--- config.mk ---
export PLATFORM = sky130hd
export DESIGN_NAME = ps2_scancode_decoder
export DESIGN_NICKNAME = d
export VERILOG_FILES = /design/src/rtl/ps2_scancode_decoder.sv
export SDC_FILE = /design/constraint.sdc
export NUM_CORES = 1
export LEC_CHECK = 0
export ABC_AREA = 1
export CAP_MARGIN = 20
export CORE_ASPECT_RATIO = 0.9
export CORE_MARGIN = 1
export CORE_UTILIZATION = 29
export CTS_BUF_LIST = sky130_fd_sc_hd__clkbuf_2
export DETAILED_ROUTE_END_ITERATION = 6
export PLACE_DENSITY = 0.48
export RECOVER_POWER = 100
export SYNTH_ARGS = -nofsm -noshare
export SYNTH_HDL_FRONTEND = slang
export SYNTH_SLANG_ARGS = --single-unit
export TNS_END_PERCENT = 100
--- constraint.sdc ---
create_clock -name clk -period 3.3 [get_ports clk]
set_clock_uncertainty 0.05 [all_clocks]
set_input_delay 0.33 -clock clk [delete_from_list [all_inputs] [get_ports clk]]
set_output_delay 0.33 -clock clk [all_outputs]
set_load 0.01 [all_outputs]
--- src/rtl/ps2_scancode_decoder.sv ---
// ps2_scancode_decoder: PS/2 set-2 scan-code prefix decoder feeding a first-word-fall-through event FIFO
module ps2_scancode_decoder #(
  parameter int FIFO_DEPTH = 4
) (
  input  logic                            clk,
  input  logic                            rst,
  input  logic                            rx_done_tick,
  input  logic [7:0]                      rx_data,
  output logic                            ev_valid,
  input  logic                            ev_ready,
  output logic [7:0]                      ev_code,
  output logic                            ev_extended,
  output logic                            ev_break,
  output logic [$clog2(FIFO_DEPTH+1)-1:0] ev_count,
  output logic                            overflow,
  output logic                            seq_err
);
  localparam int AW = $clog2(FIFO_DEPTH);
  localparam int CW = $clog2(FIFO_DEPTH+1);
  typedef enum logic [2:0] {IDLE, EXT, BRK, EXT_BRK, PAUSE} state_t;
  state_t state_q, state_d;
  logic [2:0] skip_q, skip_d;
  logic emit, e_ext, e_brk, err, seq_err_q;
  logic [7:0] e_code;
  logic b_e0, b_f0, b_e1, ctrl;
  logic [9:0] mem_q [FIFO_DEPTH];
  logic [AW-1:0] wr_q, rd_q;
  logic [CW-1:0] count_q;
  logic overflow_q, full, pop, push_ok;
  assign b_e0 = rx_data == 8'hE0;
  assign b_f0 = rx_data == 8'hF0;
  assign b_e1 = rx_data == 8'hE1;
  assign ctrl = rx_data inside {8'h00, 8'hAA, 8'hEE, 8'hFA, 8'hFC, 8'hFD, 8'hFE, 8'hFF};
  always_comb begin
    state_d = state_q;
    skip_d  = skip_q;
    emit    = 1'b0;
    e_code  = rx_data;
    e_ext   = 1'b0;
    e_brk   = 1'b0;
    err     = 1'b0;
    if (rx_done_tick) begin
      case (state_q)
        IDLE:
          if (b_e0) state_d = EXT;
          else if (b_f0) state_d = BRK;
          else if (b_e1) begin
            state_d = PAUSE;
            skip_d  = 3'd0;
          end else emit = !ctrl;
        EXT:
          if (b_f0) state_d = EXT_BRK;
          else if (!b_e0) begin
            state_d = IDLE;
            err     = b_e1;
            emit    = !b_e1 && !ctrl;
            e_ext   = 1'b1;
          end
        BRK, EXT_BRK: begin
          state_d = IDLE;
          err     = b_e0 || b_f0 || b_e1 || ctrl;
          emit    = !err;
          e_brk   = 1'b1;
          e_ext   = state_q == EXT_BRK;
        end
        PAUSE:
          // Pause bytes are counted blindly; the 7th one closes the sequence
          if (skip_q == 3'd6) begin
            emit    = 1'b1;
            e_code  = 8'h77;
            e_ext   = 1'b1;
            state_d = IDLE;
            skip_d  = 3'd0;
          end else skip_d = skip_q + 3'd1;
        default: state_d = IDLE;
      endcase
    end
  end
  assign full     = count_q == CW'(FIFO_DEPTH);
  assign ev_valid = count_q != '0;
  assign pop      = ev_valid && ev_ready;
  assign push_ok  = emit && (!full || pop);
  always_ff @(posedge clk) begin
    if (rst) begin
      state_q    <= IDLE;
      skip_q     <= 3'd0;
      seq_err_q  <= 1'b0;
      wr_q       <= '0;
      rd_q       <= '0;
      count_q    <= '0;
      overflow_q <= 1'b0;
    end else begin
      state_q    <= state_d;
      skip_q     <= skip_d;
      seq_err_q  <= err;
      wr_q       <= wr_q + AW'(push_ok);
      rd_q       <= rd_q + AW'(pop);
      count_q    <= count_q + CW'(push_ok) - CW'(pop);
      overflow_q <= overflow_q || (emit && !push_ok);
    end
  end
  always_ff @(posedge clk)
    if (push_ok) mem_q[wr_q] <= {e_ext, e_brk, e_code};
  assign ev_code     = ev_valid ? mem_q[rd_q][7:0] : 8'h00;
  assign ev_break    = ev_valid && mem_q[rd_q][8];
  assign ev_extended = ev_valid && mem_q[rd_q][9];
  assign ev_count    = count_q;
  assign overflow    = overflow_q;
  assign seq_err     = seq_err_q;
endmodule

Word-level counts from Yosys, hierarchy flattened:

Memory sizes are Yosys's and may differ from the RTL's. A register that Yosys moved wholly into a read port is not among the register bits.
Cells that the tools add are included.

* flip-flop bits (word level): 15
* bits in writable memories: 40
* input port bits: 12
* output and inout port bits: 16
* word-level logic and storage cells: 97
* memories: 1

Memories
* mem_q: depth 4, width 10, rd ports 1, clocked after Yosys merged registers in 1, wr ports 1, RTL line 26 `logic [9:0] mem_q [FIFO_DEPTH];`

* add/subtract/negate cells: 5
* equal/unequal tests: 22
* muxes and demuxes: 36
* bitwise gates (word level): 1
* reduce and logical (&&, ||, !) cells: 25

Operators with widths (count)
* equality test 8 bit (second input constant): 10
* 2-to-1 mux 8 bit: 4
* 2-to-1 mux 3 bit: 10
* 2-to-1 mux 1 bit: 16
* equality test 3 bit (second input constant): 3
* case mux 3 bit (3 select lines): 1
* zero test 8 bit: 1
* inequality test 2 bit (second input constant): 4
* nonzero test 8 bit: 1
* equality test 3 x 2 -> 1 bit (second input constant): 2
* logical AND 1 bit: 6
* case mux 3 bit (2 select lines): 1
* zero test 1 bit: 5
* logical OR 1 bit: 5
* AND reduction 5 bit: 1
* adder 2 x 1 -> 2 bit: 2
* inequality test 4 bit (second input constant): 1
* case mux 1 bit (4 select lines): 1
* AND reduction 4 bit: 1
* OR reduction 2 bit: 2
* adder 3 x 1 -> 3 bit: 1
* adder 3 x 1 -> 3 bit (second input constant): 1
* equality test 3 x 1 -> 1 bit (second input constant): 1
* zero test 3 bit: 1
* 8 further kinds: 8

Longest topological paths before layout:

* word-level depth: 12
* gate-level depth with buffers: 16
* mapped depth without buffers: 16

Worst setup path after synthesis:

OpenSTA, ideal clock, no wires.

* path type: input to register
* start point: input port rx_data[4]
* end point: register count_q[2] (netlist: ev_count[2])
* library setup time: 0.070 ns
* arrival time: 1.872 ns
* data required time: 3.180 ns
* slack: 1.308 ns
* stages: 15
* buffers on the path: 0
* cells stage by stage: inv_2 -> nand2_1 -> nor2_4 -> nand2_4 -> nand2_4 -> nor2_4 -> nand3_2 -> nand2_4 -> o21ai_1 -> ha_1 -> inv_1 -> fa_1 -> inv_1 -> o21ai_0 -> a21oi_1

* longest elaborated chain between the ends: 11
* elaborated cells on any way between the ends: 29
* those cells by class: add/sub: 2; eq/ne: 10; mux: 7; reduce/logical: 10

RTL lines
* from (decl): RTL line 8 `input logic [7:0] rx_data,`
* equality test 8 bit / zero test 8 bit (equally long branches): RTL line 33 `assign ctrl = rx_data inside {8'h00, 8'hAA, 8'hEE, 8'hFA, 8'hFC, 8'hFD, 8'hFE, 8'hFF};`
* nonzero test 8 bit: RTL line 33
* zero test 1 bit: RTL line 50, 56
* 2-to-1 mux 1 bit / logical AND 1 bit (equally long branches): RTL line 47, 56
* 2-to-1 mux 1 bit, on equally long branches: RTL line 46, 53
* 2-to-1 mux 1 bit, on equally long branches: RTL line 45, 52
* case mux 1 bit (4 select lines) *: RTL line 43 `case (state_q)`
* 2-to-1 mux 1 bit *: RTL line 42 `if (rx_done_tick) begin`
* logical AND 1 bit *: RTL line 82 `assign push_ok = emit && (!full || pop);`
* adder 3 x 1 -> 3 bit *: RTL line 98 `count_q <= count_q + CW'(push_ok) - CW'(pop);`
* subtractor 3 x 1 -> 3 bit *: RTL line 98
* to (signal assigned): RTL line 98
* to (decl): RTL line 28 `logic [CW-1:0] count_q;`

Every way passes the cells marked *; elsewhere a longest branch is shown, timed or not.
A chain may end at the register's enable or synchronous reset.

Worst setup path after layout:

* start point: register count_q[1] (netlist: ev_count[1])
* end point: output port ev_break

* longest elaborated chain between the ends: 2

RTL lines
* nonzero test 3 bit: RTL line 80 `assign ev_valid = count_q != '0;`
* logical AND 1 bit: RTL line 105 `assign ev_break = ev_valid && mem_q[rd_q][8];`
* to (decl): RTL line 13 `output logic ev_break,`

No other way between the ends.

==> run metrics <==
highest achievable clock rate 361.0 MHz; status complete, no violations; number of vias per cell 4.218; path class of the lowest-slack min-delay path reg -> reg; RSZ-0062 raised after global routing no; vias 1,877; startpoint of the lowest-slack register-to-register path state_q[1]; Top delay family on crit path buffers and inverters; Post-Place Setup Slack 0.6616 ns; final worst-path setup slack 0.5299 ns; number of cells on the worst hold path 2; Area Overhead vs Synth 15.34%; routed wire length 5.385 mm; min-delay src skip_q[2]; top-level port count 28; Clk network pwr share 0.148; Critical-path top delay cell sky130_fd_sc_hd__dlygate4sd3_1; final critical-path required period 2.770 ns; top cells by area, synth sky130_fd_sc_hd__edfxtp_1 (44%), sky130_fd_sc_hd__dfxtp_1 (11%), sky130_fd_sc_hd__nor2_1 (9.1%); insertion delay of the later-clocked pin in the worst-skew pair 0.44 ns; Die X 103.9 µm; number of setup buffers added after CTS 0; total congestion overflow after global routing 0; FF-to-FF End mem_q[1][7]; global-route wire length before repair 8.811 mm; Antenna Violating Nets Remaining 0; detailed-router iteration count before antenna repair 6; post-layout net count 338; cts bufs inserted 5; number of maximum-capacitance violations 0; internal power 1.177 mW; portion of synthesized cell area occupied by the leading cell type 0.4434; capture endpoint of the worst hold path skip_q[2]; proportion of power drawn by flip-flops and latches 0.460; headroom to the max-slew limit 0.5475; largest net degree at the start of global routing 22; number of placement rows 33; crit share post-route 0.8394; register-to-register path setup slack 0.75 ns; startpoint types register; Buffers on Ports 27; routability cong. 0.7507; cell area power density 594.7 nW/µm²; worst vdd ir 203.6 µV; Worst Path Max Fanout 12; starting density of the core 0.2982; number of buffers and inverters on the critical path 2; transition time of the tightest slew-check pin 0.6787 ns; sum of net half-perimeters after detailed placement 3.833 mm; number of distinct library cells after synthesis 28; DRC violation total after the first TritonRoute iteration 65; number of antenna repair diodes 0; Worst Reg2Reg Path Length in Cells 7; Setup crit end kind output port; Post-CTS Resized 0; Crit Path Class reg -> out; Wirelength per Cell 12.10 µm; Clock Sink Count 55; Synthesis Warnings 0; count of fill cells added during filler insertion 977; height of the chip 93.69 µm; largest incremental delay on the critical path 0.64 ns; setup TNS 0 ns; synthesized netlist cell count 292; switching power total 0.6805 mW; cell area after technology mapping 2709 µm²; logic gate share of total power 0.392; master cell of the clock root buffer sky130_fd_sc_hd__clkbuf_2; final number of setup-violating endpoints 0; proportion of layout cells with a drive suffix above 1 0.1115; Syn Area/Cell 9.277 µm²; flop and latch count out of synthesis 55; data required time of the worst path 2.92 ns; Core Box Area 9084 µm²; leakage 1.210 nW; antenna violations before repair 0; number of H-tree branching levels 2; Global Route Usage Sum 0.1167; # hold bufs at CTS 0; vias in the first global route 1,809; data arrival time at the worst-slack endpoint 2.39 ns; number of pins with negative max-slew slack in the final report 0; largest area contributor in the synthesized netlist sky130_fd_sc_hd__edfxtp_1; total count of hold-check failures in the final report 0; TritonCTS clock tree built; sequential cell area fraction in the yosys report 0.5543; Syn Nets 308; net switching share of the total power 0.3663; sequence of cells on the critical path nor3_1 > clkbuf_1 > a21oi_1 > dlygate4sd3_1; drc violations 0; clock transition at the registers of the reported paths 0.31 ns; floorplan die area 9732 µm²; CTS max path bufs 2
## cells in the final DEF, fill, tap and decap left out, drive strengths merged, types with 9 or more instances in the layout
cell type      count
nor2              79
nand2             53
edfxtp            40
inv               31
o21ai             23
a21oi             19
dlygate4sd3       17
dfxtp             15
clkdlybuf4s50     10
nand3              9
## state kept, by name, indices dropped and copies added, names as in the netlist
signal / cells
ev_count: 3
mem_q: 40
wr_q: 2
overflow: 1
seq_err: 1
state_q: 3
skip_q: 3
rd_q: 2
## synthesized netlist by cell type
library cell and number:
sky130_fd_sc_hd__clkinv_1 1, sky130_fd_sc_hd__edfxtp_1 40, sky130_fd_sc_hd__dfxtp_1 15, sky130_fd_sc_hd__ha_1 3, sky130_fd_sc_hd__xnor2_1 3, sky130_fd_sc_hd__nand3_2 1
sky130_fd_sc_hd__a21oi_1 17, sky130_fd_sc_hd__nand2_2 4, sky130_fd_sc_hd__nand3_1 8, sky130_fd_sc_hd__nor2_4 5, sky130_fd_sc_hd__inv_1 26, sky130_fd_sc_hd__nor3_1 3
sky130_fd_sc_hd__o21ai_1 2, sky130_fd_sc_hd__o22ai_1 1, sky130_fd_sc_hd__nor3b_2 1, sky130_fd_sc_hd__inv_2 6, sky130_fd_sc_hd__nand2_4 8, sky130_fd_sc_hd__nor2_1 66
sky130_fd_sc_hd__nand2_8 1, sky130_fd_sc_hd__o21ai_2 1, sky130_fd_sc_hd__a21boi_4 1, sky130_fd_sc_hd__o21ai_0 20, sky130_fd_sc_hd__fa_1 1, sky130_fd_sc_hd__a21oi_2 2
sky130_fd_sc_hd__nor2_2 8, sky130_fd_sc_hd__nor3_2 1, sky130_fd_sc_hd__clkbuf_1 7, sky130_fd_sc_hd__nand2_1 40
## through the flow
stage / cells / cell area (µm²) / power, mW / util / hold slack, ns
after global routing: 445 / 3124 / 1.997 / 0.3439 / 0.3899
final: 445 / 3124 / 1.858 / 0.3439 / 0.4226
after detailed placement: 437 / 3128 / 1.680 / 0.3444 / 0.3960
after CTS: 445 / 3176 / 1.954 / 0.3496 / 0.4117
after global placement: 437 / 3128 / 1.681 / 0.3444 / 0.3963
after floorplan: 292 / 2709 / 1.304 / - / 0.3792
## worst min-delay path, delay by kind of cell (launching register included)
kind	cells	cell delay [ns]
compound gates	1	0.05
buf+inv	1	0.05
flops	1	0.37
## power by group through the flow
stage | clock (mW) | combinational, mW | sequential (mW)
finish | 0.275 | 0.729 | 0.854
global route | 0.311 | 0.822 | 0.865
CTS | 0.287 | 0.810 | 0.858
detailed placement | 0 | 0.806 | 0.873
global placement | 0 | 0.808 | 0.873
floorplan | 0 | 0.429 | 0.874
## logic make-up after synthesis
kind of cell | after synthesis | share of synthesized area
flops | 55 | 0.5543
fa+ha+maj | 4 | 0.02125
simple gates | 146 | 0.2684
xor+xnor | 3 | 0.009702
compound gates | 44 | 0.09100
buf+inv | 40 | 0.05543
## metal layers
layer  share of wire  global-route usage
met3           0.021             0.02080
met1            0.50              0.1516
met4          0.0061             0.03214
met2            0.48              0.2006
met5               0                   0
## worst max path at each step
stage	start	end	slack, ns	depth (start not counted)
final	ev_count[1]	ev_break	0.53	4
after global routing	ev_count[1]	ev_break	0.34	4
after CTS	rd_q[0]	ev_break	0.62	4
after detailed placement	rx_data[5]	ev_count[2]	0.66	15
after global placement	rx_data[7]	ev_count[2]	0.67	15
after floorplan	rx_data[4]	ev_count[2]	1.31	15
## cell type report
| cell class | count | area (µm²) | area share |
|---|---|---|---|
| flip-flops and latches | 55 | 1501 | 0.4806 |
| repair buffers | 30 | 289.0 | 0.09251 |
| multi-input cells | 197 | 1010 | 0.3232 |
| clock inverters | 3 | 22.52 | 0.007209 |
| clock buffers | 5 | 25.02 | 0.008010 |
| well taps | 122 | 152.6 | 0.04886 |
| inverters | 33 | 123.9 | 0.03965 |
No activity file was read; power rests on OpenSTA's default activity.
